==> config.mk <==
export PLATFORM = sky130hd
export DESIGN_NAME = dmem_arbiter
export DESIGN_NICKNAME = d
export VERILOG_FILES = /design/src/rtl/dmem_pkg.sv /design/src/rtl/dmem_arbiter.sv
export SDC_FILE = /design/constraint.sdc
export NUM_CORES = 1
export LEC_CHECK = 0
export BUFFER_PORTS_ARGS = -buffer_cell sky130_fd_sc_hd__buf_2
export CAP_MARGIN = 10
export CORE_MARGIN = 2
export CORE_UTILIZATION = 42
export CTS_CLUSTER_SIZE = 30
export DETAILED_ROUTE_END_ITERATION = 7
export PLACE_DENSITY = 0.9
export SLEW_MARGIN = 20
export SYNTH_ARGS = -nofsm -noshare
export SYNTH_HDL_FRONTEND = slang
export SYNTH_SLANG_ARGS = --single-unit
==> constraint.sdc <==
create_clock -name clk -period 1.95 [get_ports clk]
set_input_delay 0.0975 -clock clk [delete_from_list [all_inputs] [get_ports clk]]
set_output_delay 0.0975 -clock clk [all_outputs]
set_load 0.02 [all_outputs]
==> src/rtl/dmem_pkg.sv <==
// Shared types and constants for the data-memory arbiter and its memory wrapper.
// Lane enables are active-low: a 0 bit writes that byte lane.
package dmem_pkg;

  localparam int AW = 8;
  localparam int LW = 4;

  typedef enum logic {
    IDLE  = 1'b0,
    BURST = 1'b1
  } state_t;

  localparam logic [3:0] WREN_NONE = 4'b1111;
  localparam logic [3:0] WREN_ALL  = 4'b0000;

endpackage

==> src/rtl/dmem_arbiter.sv <==
// Round-robin CPU/DMA arbiter for the 4-bank byte-lane data memory; CPU grant is same-cycle, read data +1.
// Requesters hold req until granted; a DMA burst owns the memory until its last beat, CPU waits meanwhile.
module dmem_arbiter
  import dmem_pkg::*;
#(
  parameter int AW = dmem_pkg::AW,
  parameter int LW = dmem_pkg::LW
) (
  input  logic          clk,
  input  logic          rst_n,
  input  logic          cpu_req,
  input  logic [3:0]    cpu_wren_n,
  input  logic [AW-1:0] cpu_addr,
  input  logic [31:0]   cpu_wdata,
  output logic          cpu_gnt,
  output logic          cpu_rvalid,
  output logic [31:0]   cpu_rdata,
  input  logic          dma_req,
  input  logic          dma_we,
  input  logic [AW-1:0] dma_addr,
  input  logic [LW-1:0] dma_len,
  input  logic [31:0]   dma_wdata,
  output logic          dma_gnt,
  output logic          dma_wready,
  output logic          dma_rvalid,
  output logic [31:0]   dma_rdata,
  output logic          dma_done,
  output logic [AW-1:0] mem_addr,
  output logic [31:0]   mem_wdata,
  output logic [3:0]    mem_wren_n,
  input  logic [31:0]   mem_rdata
);

  state_t        state;
  state_t        state_nxt;
  logic          last_dma;
  logic [LW-1:0] beat;
  logic [LW-1:0] b_len;
  logic [AW-1:0] b_addr;
  logic          b_we;
  logic          cpu_win;
  logic          dma_win;
  logic          beat_last;
  logic          cpu_rd;
  logic          dma_rd;

  // Outputs are forced to their idle values while rst_n is low so an
  // aborted burst cannot write one more beat at the reset edge.
  always_comb begin
    state_nxt  = state;
    cpu_gnt    = 1'b0;
    dma_gnt    = 1'b0;
    dma_wready = 1'b0;
    mem_addr   = '0;
    mem_wdata  = '0;
    mem_wren_n = WREN_NONE;
    beat_last  = 1'b0;
    cpu_win    = cpu_req && (!dma_req || last_dma);
    dma_win    = dma_req && !cpu_win;
    if (rst_n) begin
      case (state)
        IDLE: begin
          if (cpu_win) begin
            cpu_gnt    = 1'b1;
            mem_addr   = cpu_addr;
            mem_wdata  = cpu_wdata;
            mem_wren_n = cpu_wren_n;
          end else if (dma_win) begin
            dma_gnt   = 1'b1;
            state_nxt = BURST;
          end
        end
        BURST: begin
          mem_addr   = b_addr + AW'(beat);
          mem_wdata  = dma_wdata;
          mem_wren_n = b_we ? WREN_ALL : WREN_NONE;
          dma_wready = b_we;
          beat_last  = (beat == b_len);
          if (beat_last) begin
            state_nxt = IDLE;
          end
        end
        default: state_nxt = IDLE;
      endcase
    end
  end

  assign cpu_rd = cpu_gnt && (cpu_wren_n == WREN_NONE);
  assign dma_rd = rst_n && (state == BURST) && !b_we;

  always_ff @(posedge clk) begin
    if (!rst_n) begin
      state      <= IDLE;
      last_dma   <= 1'b1;
      beat       <= '0;
      b_len      <= '0;
      b_addr     <= '0;
      b_we       <= 1'b0;
      cpu_rvalid <= 1'b0;
      cpu_rdata  <= '0;
      dma_rvalid <= 1'b0;
      dma_rdata  <= '0;
      dma_done   <= 1'b0;
    end else begin
      state <= state_nxt;
      if (cpu_gnt) begin
        last_dma <= 1'b0;
      end else if (dma_gnt) begin
        last_dma <= 1'b1;
      end
      if (dma_gnt) begin
        b_addr <= dma_addr;
        b_len  <= dma_len;
        b_we   <= dma_we;
        beat   <= '0;
      end else if (state == BURST) begin
        beat <= beat + 1'b1;
      end
      cpu_rvalid <= cpu_rd;
      if (cpu_rd) begin
        cpu_rdata <= mem_rdata;
      end
      dma_rvalid <= dma_rd;
      if (dma_rd) begin
        dma_rdata <= mem_rdata;
      end
      dma_done <= (state == BURST) && beat_last;
    end
  end

endmodule

==> metrics.txt, run 1 <==
Crit. End Element=output port; clock root buffer=clkbuf_8; Final period util=1.06; slew of the pin with the lowest slew margin=between 1000 and 1500 ps; TritonCTS buffer count=9; total grt overflow=0; antenna violations before repair=0; Vias=4399; number of port buffers=238; most common flop cell mapped by yosys=dfxtp_1; vias in the first global route=4194; final clock skew=6.55 ps; ys async rst share=0; failing checks=setup timing; drt pass-1 iters=5; gr usage total=0.280; number of hold violations in the final report=0; Yosys Warn Count=0; Static Leak=0.00294 uW; WL per Instance=between 15 and 20 um; clk sink count=86; # H-tree levels=3; HP Class=in2reg; Die X=approximately 98 um; EDFF count, synth=0; core area=0.00864 mm^2; most frequent cells in the layout=buf_2, nand2_1, dfxtp_1; global-route wire length before repair=21400 um; DIE AREA=0.00962 mm^2; FMAX=484 MHz; startpoint types=flop; antenna-violating nets left=0; largest net degree at the start of global routing=50; Vias per Instance=5.29; peak supply drop=0.000391 V; fin util=0.670; Layout area overhead=55.6%; CTS clock-pin slew for the worst setup and hold paths=90 ps; RePlAce Congestion=0.903; initial core utilization=0.430; fin area=slightly below 0.006 mm^2; Pwr Total=around 4100 uW; data required time of the critical path=1850 ps; Pwr Density=between 700 and 800 mW/mm^2; final net count=850; I/O Pins=239; dominant cells by area after synthesis=dfxtp_1, nand2_1, a22o_1; Max-Cap Viols=0; Cell Area, Synth=0.00372 mm^2; setup violators final=2; Slew headroom=0.315; Syn Area/Cell=8.39 um^2; ANT cells=0; clock latency on the worst-skew pair=350 ps; DRC=0; WL final=~14000 um; leading cell type in the layout, fill and taps excluded=buf_2; WHS=229 ps; status=finished, violations left; CTS tree=done; RSZ-0062 raised after global routing=true; share of cells above drive strength 1=0.414; Final Max Tran Viols=0; clk buf depth=2; DP HPWL=9810 um; Final WS setup=-117 ps; post-synth cell types=38; fin crit period=2070 ps; Crit Path Max Fanout=2; syn nets=574; area post-placement=about 0.0049 mm^2; Iteration-0 DRC Markers=a little under 300; dominant cell type by area after synthesis=dfxtp_1; Mapped Cells=443; Seq/Total Area, Yosys=0.463; Die H=98.1 um; #FFs+latches synth=86; Critical Setup Path Class=reg2out; post-synth top area share=0.463; Arr. time, crit path=1970 ps; site row count=34
-- state kept, by name, indices dropped and copies added (netlist names) --
signal / flops
dma_done: 1
dma_rvalid: 1
cpu_rvalid: 1
beat: 4
cpu_rdata: 32
b_addr: 8
last_dma: 1
b_we: 1
b_len: 4
dma_rdata: 32
state: 1
-- where the power goes --
part | leakage, uW | internal (uW) | switching, uW
registers | 0.000701 | 1840 | 61.0
clock network | 0.0000976 | 600 | 691
logic | 0.00214 | 384 | 494
-- path summary, 6_finish.rpt --
path | from | to | slack (ps) | depth (start not counted)
min | rst_n | beat[0] | 230 | 3
max | b_addr[1] | mem_addr[7] | -120 | 6
max reg2reg | state | dma_rdata[12] | 370 | 6
min reg2reg | dma_rdata[6] | dma_rdata[6] | 450 | 2
-- metal layers --
| layer | GRT usage | share of wire |
|---|---|---|
| met3 | 0.0580 | 0.067 |
| met5 | 0 | 0 |
| met2 | 0.492 | 0.52 |
| met4 | 0.123 | 0.040 |
| met1 | 0.328 | 0.38 |
-- critical path, cell delays in order (launching register included) --
cell and delay, ps:
dfxtp_2 350, ha_4 240, a211oi_4 250, nor3b_2 80
or4b_1 490, nand3_2 90, buf_6 110
-- cells in the mapped netlist, types with 3 or more instances --
library cell	number
nand2_1	125
nor3b_1	3
ha_1	5
o21ai_1	35
xnor2_1	8
buf_2	18
buf_4	7
a22o_1	47
nand3_1	48
inv_2	3
clkbuf_1	5
nor2_1	17
dfxtp_1	86
-- per-stage QoR --
step	instances	worst slack, ps	setup TNS [ps]
after floorplan	443	186	0
after global placement	767	181	0
after detailed placement	767	139	0
after CTS	830	-179	-179
after global routing	831	-151	-371
final	831	-117	-163
-- what timing repair did --
| item | 4_1_cts | 5_1_grt |
|---|---|---|
| endpoints found under the setup margin | 37 | 23 |
| pin swaps | 5 | 5 |
| hold endpoints to repair | 77 | 0 |
| cloned | 0 | 0 |
| hold buffers | 45 | 0 |
| setup buffers | 3 | 1 |
| resized for setup | 26 | 13 |
-- cell type report --
type / count / area, um^2
Fill cell: 693 / 2850
Multi-Input combinational cell: 319 / 1900
Timing Repair Buffer: 299 / 1790
Sequential cell: 86 / 1730
Tap cell: 108 / 135
Clock buffer: 9 / 124
Clock inverter: 6 / 71.3
Inverter: 4 / 27.5
-- cell families (layout without fill, tap and decap cells) --
logic type,count (synthesis),count (layout),synth area share
adder cells (fa/ha/maj),6,6,0.0222
flip-flops,86,86,0.463
AO/OA/AOI/OAI,91,91,0.178
multiplexers,3,3,0.00841
XOR/XNOR,10,10,0.0236
buffers and inverters,38,318,0.0555
AND/OR/NAND/NOR,209,209,0.249
No activity file was read; power rests on OpenSTA's default activity.
==> run 2: changes to the inputs <==
Settings changed: CORE_MARGIN 2 to not set, CTS_CLUSTER_DIAMETER set to 150, TNS_END_PERCENT set to 20.
==> metrics.txt, run 2 (synthesis gave the netlist of run 1 again) <==
clock latency on the worst-skew pair=330 ps; Buf/Inv on CP=1; Max-Cap Viols=0; final net count=851; CTS tree=done; startpoint types=flop; Worst path top cell family by delay=simple AND/OR/NAND/NOR gates; fin area=between 0.005 and 0.006 mm^2; Hold Crit Endpoint=b_addr[1]; RSZ-0062 raised after global routing=true; share of cells above drive strength 1=0.417; data required time of the critical path=1850 ps; switching part of the total=0.303; Critical Setup Path Class=reg2out; hold path cells=2; slew of the pin with the lowest slew margin=891 ps; number of hold violations in the final report=0; gr usage total=0.285; clk buf depth=2; DRC=0; # H-tree levels=3; biggest regs=cpu_rdata: 32 flops, dma_rdata: 32 flops, b_addr: 8 flops; M1 GR Usage=0.351; Final period util=1.04; R2R Setup Slk=360 ps; Iteration-0 DRC Markers=276; I/O Pins=239; logic gate share of total power=0.226; antenna violations before repair=0; most frequent cells in the layout=buf_2, nand2_1, dfxtp_1; met3 Usage GRT=0.0656; Slew headroom=0.405; clock share of power=0.292; core area=between 0.008 and 0.009 mm^2; critical path's largest stage delay=510 ps; gr busiest metal=met2; Reg2Reg Depth=4; Crit. End Element=output port; failing checks=setup timing; WL final=13600 um; clock root buffer=clkbuf_8; status=finished, violations left; met2 Usage GRT=0.486; Die X=around 96 um; Final WS setup=-78.3 ps; largest net degree at the start of global routing=78; leading cell type in the layout, fill and taps excluded=buf_2; area post-placement=0.00498 mm^2; HP Class=in2reg; Vias=4335; DP HPWL=8730 um; r2r startpoint=state; clk sink count=86; fin crit period=2030 ps; Switch Pwr=1190 uW; WL per Instance=16.4 um; fin util=0.692; Seq pwr share=0.482; drt pass-1 iters=4; total grt overflow=0; Place WS=200 ps; site row count=33; peak supply drop=about 0.00044 V; final clock skew=7.18 ps; final-layout setup total negative slack=-78.3 ps; reg2reg end=b_addr[1]; Internal Power=2740 uW; FMAX=~490 MHz; DIE AREA=0.00923 mm^2; initial core utilization=0.443; Final Max Tran Viols=0; Arr. time, crit path=1930 ps; TritonCTS buffer count=9; CP max-delay cell=or4b_1; CTS clock-pin slew for the worst setup and hold paths=roughly 80 ps; RePlAce Congestion=0.884; global-route wire length before repair=20300 um; setup violators final=1; Vias per Instance=5.22; Crit Path Max Fanout=2; Pwr Density=just under 700 mW/mm^2; critical path cell sequence=ha_4, a211oi_4, nor3b_2, or4b_1, nand3_2, buf_6; antenna-violating nets left=0; number of port buffers=238; Static Leak=about 0.0029 uW; number of fill cells in the layout=650; vias in the first global route=between 4k and 5k; Die H=96.1 um; Layout area overhead=56.1%; Hold Startpoint=dma_addr[1]
run 2: cell count changes in the layout (fill, tap and decap cells not counted), sizes merged:
cell / change
clkinvlp: +1
bufinv: -1
clkbuf: +2
diode: +1
dlygate4sd3: -1
buf: +1
run 2: worst max-delay path by stage:
stage               from  slack (ps)           to  depth (start not counted)
6_report         beat[1]         -80  mem_addr[7]                          6
5_1_grt          beat[1]        -150  mem_addr[7]                          6
4_1_cts          beat[1]        -110  mem_addr[7]                          6
3_5_place_dp   b_addr[1]         200  mem_addr[7]                          6
3_3_place_gp     beat[2]         220  mem_addr[7]                          6
2_1_floorplan    beat[1]         190  mem_addr[7]                          5
run 2: worst reg2reg max path, stage by stage, from the launching register on:
cell,delay [ps]
dfxtp_1,350
buf_4,180
a211oi_2,60
nor2b_1,700
a22o_1,240
run 2: power groups by stage:
stage | Clock, uW | Sequential [uW] | Combinational (uW)
after floorplan | 0 | 1990 | 375
after global placement | 0 | 1920 | 740
after detailed placement | 0 | 1930 | 757
after CTS | 1170 | 1890 | 846
after global routing | 1250 | 1900 | 945
final | 1140 | 1890 | 888
run 2: through the flow:
step | power [uW] | std cells | hold slack [ps]
6_report | 3920 | 831 | 16.6
4_1_cts | 3900 | 826 | 4.34
5_1_grt | 4100 | 830 | 3.12
3_5_place_dp | 2680 | 765 | 301
2_1_floorplan | 2360 | 443 | 196
3_3_place_gp | 2660 | 765 | 299
run 2: timing repair:
action	4_1_cts	5_1_grt
hold endpoints to repair	74	0
pin swaps	6	6
setup buffers	1	3
cloned	0	1
setup endpoints to repair	26	25
gates resized for setup	21	15
hold buffers	44	0
run 2: final cells by class:
| cell class | instances | area [um^2] | share of cell area |
|---|---|---|---|
| tap | 105 | 131 | 0.0226 |
| multi-input combinational | 319 | 1900 | 0.328 |
| sequential | 86 | 1730 | 0.298 |
| inverter | 4 | 20.0 | 0.00345 |
| antenna | 1 | 2.50 | 0.000431 |
| clock buffer | 10 | 138 | 0.0237 |
| timing repair buffer | 300 | 1830 | 0.316 |
| clock inverter | 6 | 46.3 | 0.00798 |
run 2: layer usage:
metal  routed length [um]  vias to the layer above  share of wire
met3                  876                       40          0.064
met1                 5560                     2000           0.41
li1                     -                     2075              -
met4                  363                        0          0.027
met2                 6790                      220           0.50
met5                    0                        -              0
==> run 3: changes to the inputs <==
Settings changed: ABC_AREA set to 1, CORE_ASPECT_RATIO set to 0.5, CORE_UTILIZATION 42 to 43, PLACE_DENSITY 0.9 to 0.91.
==> metrics.txt, run 3 <==
status=complete, no violations; I/O Pins=239; ANT cells=0; Max-Cap Viols=0; Layout area overhead=49.6%; antenna-violating nets left=0; WL met3=~1000 um; largest net degree at the start of global routing=66; drt pass-1 iters=7; WL met2=7310 um; HP Class=in2reg; clock root buffer=clkbuf_16; Vias per Instance=approximately 5.3; RSZ-0062 raised after global routing=true; Cell Area, Synth=0.00381 mm^2; post-synthesis simple-gate area fraction=0.240; syn nets=slightly above 600; leading cell type in the layout, fill and taps excluded=buf_2; number of hold violations in the final report=0; final clock skew=7.84 ps; final net count=877; Final WS setup=41.8 ps; # H-tree levels=3; post-synth cell types=27; initial core utilization=0.460; Final Max Tran Viols=0; dominant cells by area after synthesis=dfxtp_1, nand2_1, a22o_1; number of port buffers=between 200 and 250; adder and majority gate portion of the synthesized area=0.0217; TritonCTS buffer count=9; Critical Setup Path Class=reg2out; Vias=4552; Post-Route M1 WL=between 5000 and 6000 um; peak supply drop=approximately 0.00044 V; slew of the pin with the lowest slew margin=~470 ps; gr usage total=0.271; Synth Area in Compound Gates=0.190; Synth Area in XOR/XNOR=0.0115; setup violators final=0; main combinational cell family by area after synthesis=simple AND/OR/NAND/NOR gates; Syn Area/Cell=7.75 um^2; antenna violations before repair=0; FMAX=524 MHz; CTS clock-pin slew for the worst setup and hold paths=60 ps; EDFF count, synth=0; DIE AREA=between 0.009 and 0.01 mm^2; Pwr Density=771 mW/mm^2; Place WS=166 ps; Final period util=0.979; Top Layer Used=met4; clk sink count=86; clock latency on the worst-skew pair=330 ps; Slew headroom=0.685; dominant cell type by area after synthesis=dfxtp_1; proportion of synthesized area in mux cells=0; Crit. End Element=output port; Die H=between 60 and 70 um; Crit Path Max Fanout=2; site row count=23; CTS tree=done; most common flop cell mapped by yosys=dfxtp_1; Yosys Warn Count=0; most frequent cells in the layout=buf_2, nand2_1, dfxtp_1; most frequent cell after synthesis=nand2_1; DP HPWL=a little under 9000 um; DRC=0; synth cell count leaders=nand2_1, dfxtp_1, nor2_1; #FFs+latches synth=between 80 and 90; share of cells above drive strength 1=0.382; data required time of the critical path=about 1900 ps; WL final=14000 um; total grt overflow=0; fin crit period=about 1900 ps; ys async rst share=0; core area=0.00829 mm^2; Seq/Total Area, Yosys=0.451; biggest regs=cpu_rdata: 32 flops, dma_rdata: 32 flops, b_addr: 8 flops; global-route wire length before repair=19300 um; WL per Instance=16.2 um; Die X=135 um; Mapped Cells=492; Arr. time, crit path=1810 ps; RePlAce Congestion=0.899; vias in the first global route=~4k; post-synth top area share=0.451; startpoint types=flop; clk buf depth=2; Iteration-0 DRC Markers=366; Static Leak=0.00295 uW; Pwr Total=4400 uW
-- run 3: cell types whose count changed after synthesis, sizes merged, moves of 9 or more --
cell / before / now
a211oi: 2 / 11
a22o: 47 / 34
inv: 4 / 28
nand2: 127 / 103
nand3: 49 / 19
nor2: 17 / 59
nor3: 1 / 33
o21ai: 35 / 61
-- run 3: logic make-up (layout without fill, tap and decap cells) --
group | after synthesis | after routing
adder cells (fa/ha/maj) | 6 | 6
XOR/XNOR | 5 | 5
buffers and inverters | 63 | 322
AND/OR/NAND/NOR | 219 | 219
AO/OA/AOI/OAI | 113 | 113
flip-flops | 86 | 86
-- run 3: area by class of cell --
| cell class | count | area, um^2 |
|---|---|---|
| Timing Repair Buffer | 278 | 1610 |
| Clock buffer | 14 | 274 |
| Sequential cell | 86 | 1730 |
| Multi-Input combinational cell | 343 | 1820 |
| Inverter | 28 | 110 |
| Clock inverter | 2 | 15.0 |
| Fill cell | 641 | 2580 |
| Tap cell | 112 | 140 |
-- run 3: worst max-delay path, cell delays in order, from the launching register on --
cell     delay (ps)
dfxtp_4         350
ha_4            160
fa_2            350
nand2_2         100
nand2_2          60
nand3_2          70
nand2_2          60
o21ai_1          70
nand2_1          60
nand2_1          80
buf_6           110
-- run 3: power breakdown --
group | switching [uW] | total [uW] | leakage, uW | internal (uW)
Combinational | 507 | 854 | 0.00211 | 347
Clock | 680 | 1650 | 0.000135 | 970
Sequential | 57.4 | 1890 | 0.000701 | 1840
Total | 1250 | 4400 | 0.00295 | 3150
-- run 3: stage by stage --
stage,utilization,hold WS [ps],std cells,instance area (um^2),TNS (ps)
6_report,0.689,4.65,863,5710,0
5_1_grt,0.689,12.1,863,5710,-54.0
4_1_cts,0.681,0.755,861,5650,0
3_5_place_dp,0.608,301,817,5040,0
3_3_place_gp,0.608,300,817,5040,0
2_1_floorplan,-,201,492,3810,0
-- run 3: path summary, 6_finish.rpt --
path	start	endpoint	slack [ps]	cells past startpoint
setup / recovery	beat[0]	mem_addr[6]	40	10
hold reg to reg	dma_rdata[24]	dma_rdata[24]	460	2
hold / removal	mem_rdata[15]	dma_rdata[15]	5	3
setup reg to reg	state	dma_rdata[5]	420	5
-- run 3: timing repair --
action	CTS	global route
cloned	0	0
setup buffers	1	2
endpoints found under the hold margin	27	0
resized for setup	14	12
setup endpoints to repair	7	23
hold buffers	27	0
pin swaps	1	5
-- run 3: metal layers --
| metal | vias to the layer above | track usage |
|---|---|---|
| li1 | 2167 | - |
| met1 | 2100 | 0.289 |
| met2 | 241 | 0.515 |
| met3 | 44 | 0.0592 |
| met4 | 0 | 0.152 |
| met5 | - | 0 |
